$ cat config.mk
export PLATFORM = sky130hd
export DESIGN_NAME = scale_mux
export DESIGN_NICKNAME = d
export VERILOG_FILES = /design/src/rtl/scale_mux_pkg.sv /design/src/rtl/scale_mux_reg.sv /design/src/rtl/scale_mux.sv
export SDC_FILE = /design/constraint.sdc
export NUM_CORES = 1
export LEC_CHECK = 0
export ABC_AREA = 1
export CAP_MARGIN = 15
export CORE_AREA = 2 2 56 58
export DETAILED_ROUTE_END_ITERATION = 12
export DIE_AREA = 0 0 58 60
export PLACE_DENSITY = 0.78
export SYNTH_ARGS = -nofsm -noshare
export SYNTH_HDL_FRONTEND = slang
export SYNTH_SLANG_ARGS = --single-unit
$ cat constraint.sdc
create_clock -name clk -period 0.8 [get_ports clk]
set_input_delay 0.08 -clock clk [delete_from_list [all_inputs] [get_ports clk]]
set_output_delay 0.08 -clock clk [all_outputs]
set_load 0.005 [all_outputs]
$ cat src/rtl/scale_mux_pkg.sv
// ---------------------------------------------------------------------------
// scale_mux_pkg
// Shared definitions for the scale_mux leaf cell and its register stage.
//   SCALE_MUX_DEFAULT_WIDTH : default data width of the mux buses.
//   scale_mux_sel_e         : symbolic encoding of the select line.
// ---------------------------------------------------------------------------
package scale_mux_pkg;

    localparam int SCALE_MUX_DEFAULT_WIDTH = 16;

    typedef enum logic {
        SEL_B = 1'b0,
        SEL_A = 1'b1
    } scale_mux_sel_e;

endpackage : scale_mux_pkg

$ cat src/rtl/scale_mux_reg.sv
// ---------------------------------------------------------------------------
// scale_mux_reg
// One-cycle retiming stage for a data bus plus its select flag, with
// synchronous active-high reset. Reusable to retime any bus.
// Ports:
//   clk    : rising-edge clock
//   rst    : synchronous active-high reset (clears data and select)
//   data_i : bus to be registered (WIDTH bits)
//   sel_i  : select flag travelling alongside the bus
//   data_o : registered bus, one cycle after data_i
//   sel_o  : registered select flag, aligned with data_o
// ---------------------------------------------------------------------------
module scale_mux_reg
    import scale_mux_pkg::*;
#(
    parameter int WIDTH = SCALE_MUX_DEFAULT_WIDTH
) (
    input  logic             clk,
    input  logic             rst,
    input  logic [WIDTH-1:0] data_i,
    input  logic             sel_i,
    output logic [WIDTH-1:0] data_o,
    output logic             sel_o
);

    logic [WIDTH-1:0] data_q;
    logic [WIDTH-1:0] data_d;
    scale_mux_sel_e   sel_q;
    scale_mux_sel_e   sel_d;

    always_comb begin
        data_d = data_i;
        sel_d  = scale_mux_sel_e'(sel_i);
    end

    always_ff @(posedge clk) begin
        if (rst) begin
            data_q <= '0;
            sel_q  <= SEL_B;
        end else begin
            data_q <= data_d;
            sel_q  <= sel_d;
        end
    end

    assign data_o = data_q;
    assign sel_o  = logic'(sel_q);

endmodule : scale_mux_reg

$ cat src/rtl/scale_mux.sv
// ---------------------------------------------------------------------------
// scale_mux
// Parameterised-width 2:1 bus multiplexer with a combinational output and
// a registered copy for pipelined consumers.
// Ports:
//   clk   : rising-edge clock (registered path only)
//   rst   : synchronous active-high reset (registered path only)
//   in_a  : data source A (WIDTH bits)
//   in_b  : data source B (WIDTH bits)
//   sel_a : 1 selects in_a, 0 selects in_b
//   out   : combinational selected data, independent of clk/rst
//   out_q : selected data registered at the previous rising edge
//   sel_q : sel_a registered at the previous rising edge, aligned with out_q
// ---------------------------------------------------------------------------
module scale_mux
    import scale_mux_pkg::*;
#(
    parameter int WIDTH = SCALE_MUX_DEFAULT_WIDTH
) (
    input  logic             clk,
    input  logic             rst,
    input  logic [WIDTH-1:0] in_a,
    input  logic [WIDTH-1:0] in_b,
    input  logic             sel_a,
    output logic [WIDTH-1:0] out,
    output logic [WIDTH-1:0] out_q,
    output logic             sel_q
);

    generate
        if (WIDTH < 1) begin : g_bad_width
            $error("scale_mux: WIDTH must be >= 1");
        end
    endgenerate

    // The conditional operator is kept deliberately: an unknown select
    // merges the two sources bitwise in simulation instead of forcing
    // the whole bus to X.
    assign out = sel_a ? in_a : in_b;

    scale_mux_reg #(
        .WIDTH (WIDTH)
    ) u_reg (
        .clk    (clk),
        .rst    (rst),
        .data_i (out),
        .sel_i  (sel_a),
        .data_o (out_q),
        .sel_o  (sel_q)
    );

endmodule : scale_mux

==> flow_summary.json, run 1 <==
{
  "outcome": "complete, no violations",
  "antenna_found_initial": 0,
  "cp_slowest_stage_delay_ps": 330,
  "detail_route.wl_per_cell_um": 8.88,
  "relSlewSlack": 0.909,
  "placement_rows": 20,
  "cp.arrival_ps": 710,
  "p_leak_uw": 0.00110,
  "routed_wl_mm": 2.42,
  "start_util": 0.310,
  "period_minus_slack_ps": 790,
  "maxSlewViolCount": 0,
  "cp_max_fo": 1,
  "grt_pass1_vias": 965,
  "setup_violations": 0,
  "drv_cap": 0,
  "synth_most_common_cell": "inv_1",
  "syn_to_final_growth_pct": 88.5,
  "cp_num_buf_inv": 1,
  "drc": 0,
  "slowest_stage": "dfxtp_2",
  "crit_path_start_kind": "flop",
  "dp_slack_ps": -781,
  "required_ps": 720,
  "core_sq_um": 2900,
  "nets": 275,
  "num_vias": 1042,
  "hold_end": "u_reg.sel_o",
  "hold_violations": 0,
  "peakVddDrop_mv": 0.752,
  "rsz0062_at_grt": "true",
  "io_pins": 68,
  "layout-drive-gt1-share": 0.444,
  "die_area_sq_um": 3480,
  "grt.overflow.total": 0,
  "min-delay-start": "sel_a",
  "ys_seq_area_frac": 0.378,
  "async_flop_share": 0,
  "cts_buffers": 3,
  "fp.dieW_um": 58,
  "worstMarginPinSlew_ps": 137,
  "grt_pass1_wl_mm": 4.04,
  "die_y_um": 60,
  "synth_cell_type_count": 12,
  "ant_nets": 0,
  "grt_usage": 0.152,
  "fin_crit_sh": 0.988,
  "critical_path_class": "reg -> out",
  "ys_top_cells_by_count": "inv_1 (48), nand2_1 (30), dfxtp_1 (17), nand2_2 (17), nor2_2 (9)",
  "cts_tree": "yes",
  "io_buffers": 67,
  "crit_family": "flip-flops",
  "synth_area_sq_um": 901,
  "drt_iter0_markers": 11,
  "synth_ff_type": "dfxtp_1",
  "crit_chain": "buf_6",
  "synth_edf_count": 0,
  "synth_top_area_cell": "dfxtp_1",
  "worst_slack_ps": 9.77,
  "hold_path.class": "in -> reg",
  "post_drt_via_cell_ratio": 3.83,
  "synth.net_count": 171,
  "max_freq_mhz": 1270,
  "synthTopCellsByArea": "dfxtp_1 (38%), inv_1 (20%), nand2_1 (13%)",
  "firstDrtPassIters": 3,
  "syn_inst": 136,
  "globalplace.congestion": 0.733,
  "yosys_register_bits": 17,
  "num_antenna_cells": 0,
  "cts_sinks": 17,
  "cts_root_buf": "clkbuf_4",
  "cts_buffer_depth": 2,
  "synth_area_per_cell_sq_um": 6.62,
  "power.density_nw_per_um2": 1210,
  "placedCellCount": 245,
  "hpwl_mm": 1.74,
  "fin_cells": 272,
  "h-tree-depth": 1,
  "synth_top_area_frac": 0.378,
  "worst_setup_path_end_kind": "output port",
  "hold_depth": 3,
  "grt_max_degree": 18,
  "clkSlewWorstSetupHoldPaths_ps": 90,
  "ys_warn_count": 0
}
registers in the layout, summed over array words and instances, names as in the netlist:
name / cells
u_reg.sel_o: 1
u_reg.data_o: 16
cell usage in the layout (no fill, tap or decap), types with 5 or more instances in the layout:
cell           count
buf_6              5
inv_1             47
dlygate4sd2_1     32
nand2_1           30
buf_4             34
nand2_2           17
buf_2             31
dfxtp_1           15
nor2_1             7
nor2_2            10
metal layers:
layer  part of all wire  vias to the layer above  track usage
li1                   -                      562            -
met1               0.39                      441        0.172
met2               0.53                       37        0.284
met3              0.069                        2       0.0281
met4             0.0058                        0       0.0498
met5                  0                        -            0
stage by stage:
step / hold WS, ps / total power [uW] / utilization / instance area (sq um) / TNS (ps)
2_1_floorplan: 291 / 1200 / - / 901 / 0
3_3_place_gp: 724 / 1670 / 0.577 / 1680 / -19250
3_5_place_dp: 725 / 1680 / 0.577 / 1680 / -20320
4_1_cts: 179 / 2080 / 0.576 / 1670 / -16.9
5_1_grt: 86.5 / 2220 / 0.585 / 1700 / -320
6_report: 92.7 / 2060 / 0.585 / 1700 / 0
final cells by class:
type	count	area, sq um
Sequential cell	17	343
Inverter	49	191
Timing Repair Buffer	104	777
Fill cell	310	1200
Tap cell	33	41.3
Multi-Input combinational cell	65	319
Clock buffer	4	26.3
worst max path at each step:
| stage | startpoint | to | depth (start not counted) |
|---|---|---|---|
| finish | u_reg.data_o[1] | out_q[1] | 1 |
| global route | u_reg.data_o[13] | out_q[13] | 1 |
| CTS | u_reg.data_o[12] | out_q[12] | 1 |
| detailed placement | sel_a | out[2] | 6 |
| global placement | sel_a | out[8] | 6 |
| floorplan | sel_a | u_reg.data_o[10] | 6 |
power breakdown:
part / switching, uW / total, uW / internal, uW
clock network: 240 / 433 / 193
registers: 12.3 / 918 / 906
logic: 285 / 711 / 425
cell families after synthesis:
logic type | after synthesis | share of synthesized area
buf+inv | 54 | 0.271
flops | 17 | 0.378
simple gates | 65 | 0.351
timing repair:
item                                    CTS  global route
pin swaps                                18             2
buffers inserted                         23             0
endpoints found under the setup margin   49            31
hold buffers                              0             0
gates resized for setup                 172             8
No activity file was read; power rests on OpenSTA's default activity.
==> run 2: changes to the inputs <==
Settings changed: CORE_AREA 2 2 56 58 to 2 2 53 55, CTS_BUF_LIST set to sky130_fd_sc_hd__clkbuf_16, DIE_AREA 0 0 58 60 to 0 0 55 57, PLACE_DENSITY 0.78 to 0.79, SYNTH_HIERARCHICAL set to 1.
==> flow_summary.json, run 2 <==
{
  "slowest_stage": "buf_4",
  "start_util": 0.282,
  "dp_slack_ps": -842,
  "placedCellCount": 214,
  "num_antenna_cells": 0,
  "fill_cells": 226,
  "holdWs_ps": 197,
  "setup_violations": 0,
  "globalplace.congestion": 0.888,
  "hold_path.class": "in -> reg",
  "async_flop_share": 0,
  "grt_usage": 0.197,
  "min-delay-start": "sel_a",
  "worstMarginPinSlew_ps": 140,
  "cts_hold_buffers": 0,
  "grt.overflow.total": 0,
  "period_minus_slack_ps": 753,
  "synth_top_area_cell": "dfxtp_1",
  "placed_cell_area_sq_um": 1510,
  "hpwl_mm": 1.99,
  "maxSlewViolCount": 0,
  "cts_tree": "yes",
  "io_buffers": 67,
  "relSlewSlack": 0.907,
  "drt_iter0_markers": 30,
  "clkSlewWorstSetupHoldPaths_ps": 50,
  "crit_family": "buffers and inverters",
  "cp_max_fo": 6,
  "synth_most_common_cell": "nand2_1",
  "cp.arrival_ps": 890,
  "synth_top_area_frac": 0.461,
  "die_y_um": 57,
  "rsz0062_at_grt": "false",
  "fin_crit_sh": 0.942,
  "worst_setup_path_end_kind": "flop",
  "seq_area_sq_um": 342,
  "final_common_cell": "nand2_1",
  "p_leak_uw": 0.000953,
  "power.density_nw_per_um2": 1640,
  "crit_path_frequent_cell": "buf_4",
  "hold_violations": 0,
  "num_vias": 984,
  "die_area_sq_um": 3140,
  "detail_route.wl_per_cell_um": 12.3,
  "worst_slack_ps": 46.7,
  "max_freq_mhz": 1330,
  "synthTopCellsByArea": "dfxtp_1 (46%), nand2_1 (22%), inv_1 (8.6%)",
  "ys_seq_area_frac": 0.461,
  "grt_pass1_vias": 979,
  "fin_util": 0.603,
  "antenna_found_initial": 0,
  "multi_input_area_sq_um": 277,
  "synth_cell_type_count": 9,
  "firstDrtPassIters": 5,
  "crit_path_start_kind": "primary input",
  "outcome": "complete, no violations",
  "cp_num_buf_inv": 6,
  "drv_cap": 0,
  "critPathLaunch": "sel_a",
  "nets": 242,
  "io_pins": 68,
  "top_usage_layer": "met2",
  "placement_rows": 19,
  "mostFrequentLayoutCells": "nand2_1 (35), dlygate4sd2_1 (32), buf_4 (32), buf_2 (30), nor2_1 (17)",
  "synth_edf_count": 0,
  "grt_max_degree": 18,
  "cts_buffer_depth": 2,
  "required_ps": 940,
  "drc": 0,
  "post_drt_via_cell_ratio": 4.15,
  "cts_buffers": 3,
  "fin_cells": 237,
  "synth_area_sq_um": 738,
  "routed_wl_mm": 2.91,
  "ys_top_cells_by_count": "nand2_1 (43), dfxtp_1 (17), inv_1 (17), nor2_1 (17), nand2_2 (5)",
  "syn_to_final_growth_pct": 114,
  "synth.net_count": 140,
  "cts_sinks": 17,
  "ant_nets": 0,
  "cp_slowest_stage_delay_ps": 130,
  "layout-drive-gt1-share": 0.437,
  "synth_area_per_cell_sq_um": 7.03,
  "h-tree-depth": 1,
  "core_sq_um": 2620,
  "crit_chain": "buf_6 > buf_6 > nand2_1 > nand2_1 > buf_4 > buf_4 > buf_4 > inv_2 > nor2_1",
  "syn_inst": 105,
  "ys_warn_count": 6,
  "synth_ff_type": "dfxtp_1",
  "largest_reg_flops": 16,
  "peakVddDrop_mv": 1.28,
  "design_area_sq_um": 1580,
  "met3_usage": 0.00785,
  "critical_path_class": "in -> reg",
  "fp.dieW_um": 55,
  "use_met1": 0.204,
  "cts_root_buf": "clkbuf_16",
  "grt_pass1_wl_mm": 4.44,
  "yosys_register_bits": 17,
  "use_met2": 0.359
}
[run 2: changes by cell type in the layout (fill, tap and decap cells not counted), sizes merged]
cell and delta:
buf -2, clkinv +1, inv -31, clkbuf -1
[run 2: routing by layer]
layer / share of wire / vias up
met5: 0 / -
met4: 0.035 / 0
met3: 0.034 / 9
met2: 0.59 / 30
met1: 0.34 / 449
li1: - / 496
[run 2: cells by family after synthesis]
kind of cell | after synthesis | share of synthesized area
buffers and inverters | 23 | 0.192
flip-flops | 17 | 0.461
AND/OR/NAND/NOR | 65 | 0.347
[run 2: path summary, 6_finish.rpt]
path | to | cells past startpoint
worst max-delay path | u_reg/data_o[9] | 9
worst min-delay path | u_reg/sel_o | 4
[run 2: final cells by class]
type,instances,share of cell area
flip-flops and latches,17,0.216
clock buffers,3,0.0476
inverters,18,0.0460
repair buffers,102,0.487
multi-input cells,65,0.175
well taps,31,0.0246
clock inverters,1,0.00317
[run 2: tightest hold or removal path, delay by kind of cell]
family,cells,cell delay (ps)
simple gates,1,70
buf+inv,3,260
[run 2: per-stage QoR]
stage               power (uW)  TNS (ps)
CTS                       2560         0
global placement          1600    -21570
global route              2690         0
floorplan                 1130         0
finish                    2580         0
detailed placement        1610    -21940
[run 2: power breakdown]
group / leakage, uW / switching, uW / internal (uW) / total [uW]
clock: 0.0000409 / 337 / 669 / 1010
combinational: 0.000770 / 270 / 395 / 664
sequential: 0.000142 / 11.2 / 902 / 913
[run 2: repair_timing]
action	CTS	global route
pin swaps	30	1
endpoints found under the setup margin	49	5
buffers inserted	19	0
gates resized for setup	179	7
==> run 3: changes to the inputs <==
Settings changed: CTS_CLUSTER_DIAMETER set to 40, RECOVER_POWER set to 100.
==> flow_summary.json, run 3 (same netlist as run 2, synthesis figures left out) <==
{
  "grt_pass1_wl_mm": 4.44,
  "cts_tree": "yes",
  "die_y_um": 57,
  "ant_nets": 0,
  "grt_max_degree": 18,
  "cts_root_buf": "clkbuf_16",
  "hpwl_mm": 1.99,
  "holdWs_ps": 198,
  "required_ps": 980,
  "power.density_nw_per_um2": 1650,
  "globalplace.congestion": 0.888,
  "grt_pass1_vias": 979,
  "detail_route.wl_per_cell_um": 12.4,
  "nets": 242,
  "worstMarginPinSlew_ps": 151,
  "cts_buffers": 3,
  "layout-drive-gt1-share": 0.364,
  "cp.arrival_ps": 960,
  "start_util": 0.282,
  "cp_max_fo": 17,
  "hold_path.class": "in -> reg",
  "clkSlewWorstSetupHoldPaths_ps": 50,
  "dp_slack_ps": -842,
  "mostFrequentLayoutCells": "nand2_1 (38), dlygate4sd2_1 (32), buf_4 (30), buf_2 (18), nor2_1 (17)",
  "h-tree-depth": 1,
  "io_pins": 68,
  "p_leak_uw": 0.000911,
  "drv_cap": 0,
  "grt_usage": 0.197,
  "routed_wl_mm": 2.93,
  "setup_violations": 0,
  "crit_path_start_kind": "primary input",
  "io_buffers": 67,
  "worst_slack_ps": 21.3,
  "max_freq_mhz": 1280,
  "grt.overflow.total": 0,
  "core_sq_um": 2620,
  "drt_iter0_markers": 31,
  "maxSlewViolCount": 0,
  "peakVddDrop_mv": 1.28,
  "worst_setup_path_end_kind": "flop",
  "period_minus_slack_ps": 779,
  "outcome": "complete, no violations",
  "rsz0062_at_grt": "false",
  "largest_reg_flops": 16,
  "fill_cells": 235,
  "cts_buffer_depth": 2,
  "num_antenna_cells": 0,
  "antenna_found_initial": 0,
  "syn_to_final_growth_pct": 111,
  "final_common_cell": "nand2_1",
  "drc": 0,
  "critical_path_class": "in -> reg",
  "placement_rows": 19,
  "post_drt_via_cell_ratio": 4.18,
  "num_vias": 991,
  "hold_violations": 0,
  "cts_sinks": 17,
  "fin_crit_sh": 0.973,
  "firstDrtPassIters": 6,
  "die_area_sq_um": 3140,
  "cts_hold_buffers": 0,
  "fp.dieW_um": 55,
  "relSlewSlack": 0.900
}
run 3: repair_timing:
item | 4_1_cts | 5_1_grt
gates resized for setup | 179 | 7
buffers inserted | 19 | 0
pin swaps | 30 | 1
endpoints found under the setup margin | 49 | 5
run 3: layer usage:
| layer | track usage | part of all wire |
|---|---|---|
| met5 | 0 | 0 |
| met3 | 0.00785 | 0.041 |
| met2 | 0.359 | 0.58 |
| met4 | 0.139 | 0.035 |
| met1 | 0.204 | 0.34 |
run 3: power breakdown:
group,leakage [uW],switching [uW],internal (uW)
Clock,0.0000409,338,669
Combinational,0.000728,268,380
Sequential,0.000142,12.1,902
run 3: worst paths after layout:
path | startpoint | to | slack (ps) | depth (start not counted)
worst max-delay path | rst | u_reg/data_o[9] | 20 | 3
worst min-delay path | sel_a | u_reg/sel_o | 200 | 4
run 3: metrics by stage:
stage	utilization	setup TNS [ps]	power, uW	cell area (sq um)	std cells
after CTS	0.596	0	2560	1560	237
after global routing	0.595	0	2670	1560	237
after floorplan	-	0	1130	738	105
after global placement	0.578	-21570	1600	1510	214
final	0.595	0	2570	1560	237
after detailed placement	0.578	-21940	1610	1510	214
run 3: critical path: stages:
cell           delay, ps
dlygate4sd3_1        580
buf_12               160
nor2_1               130
run 3: area by class of cell:
class | count | area (sq um) | share of cell area
inverter | 18 | 72.6 | 0.0467
multi-input combinational | 65 | 269 | 0.173
tap | 31 | 38.8 | 0.0249
sequential | 17 | 342 | 0.220
clock inverter | 1 | 5.00 | 0.00322
clock buffer | 3 | 75.1 | 0.0483
timing repair buffer | 102 | 753 | 0.484
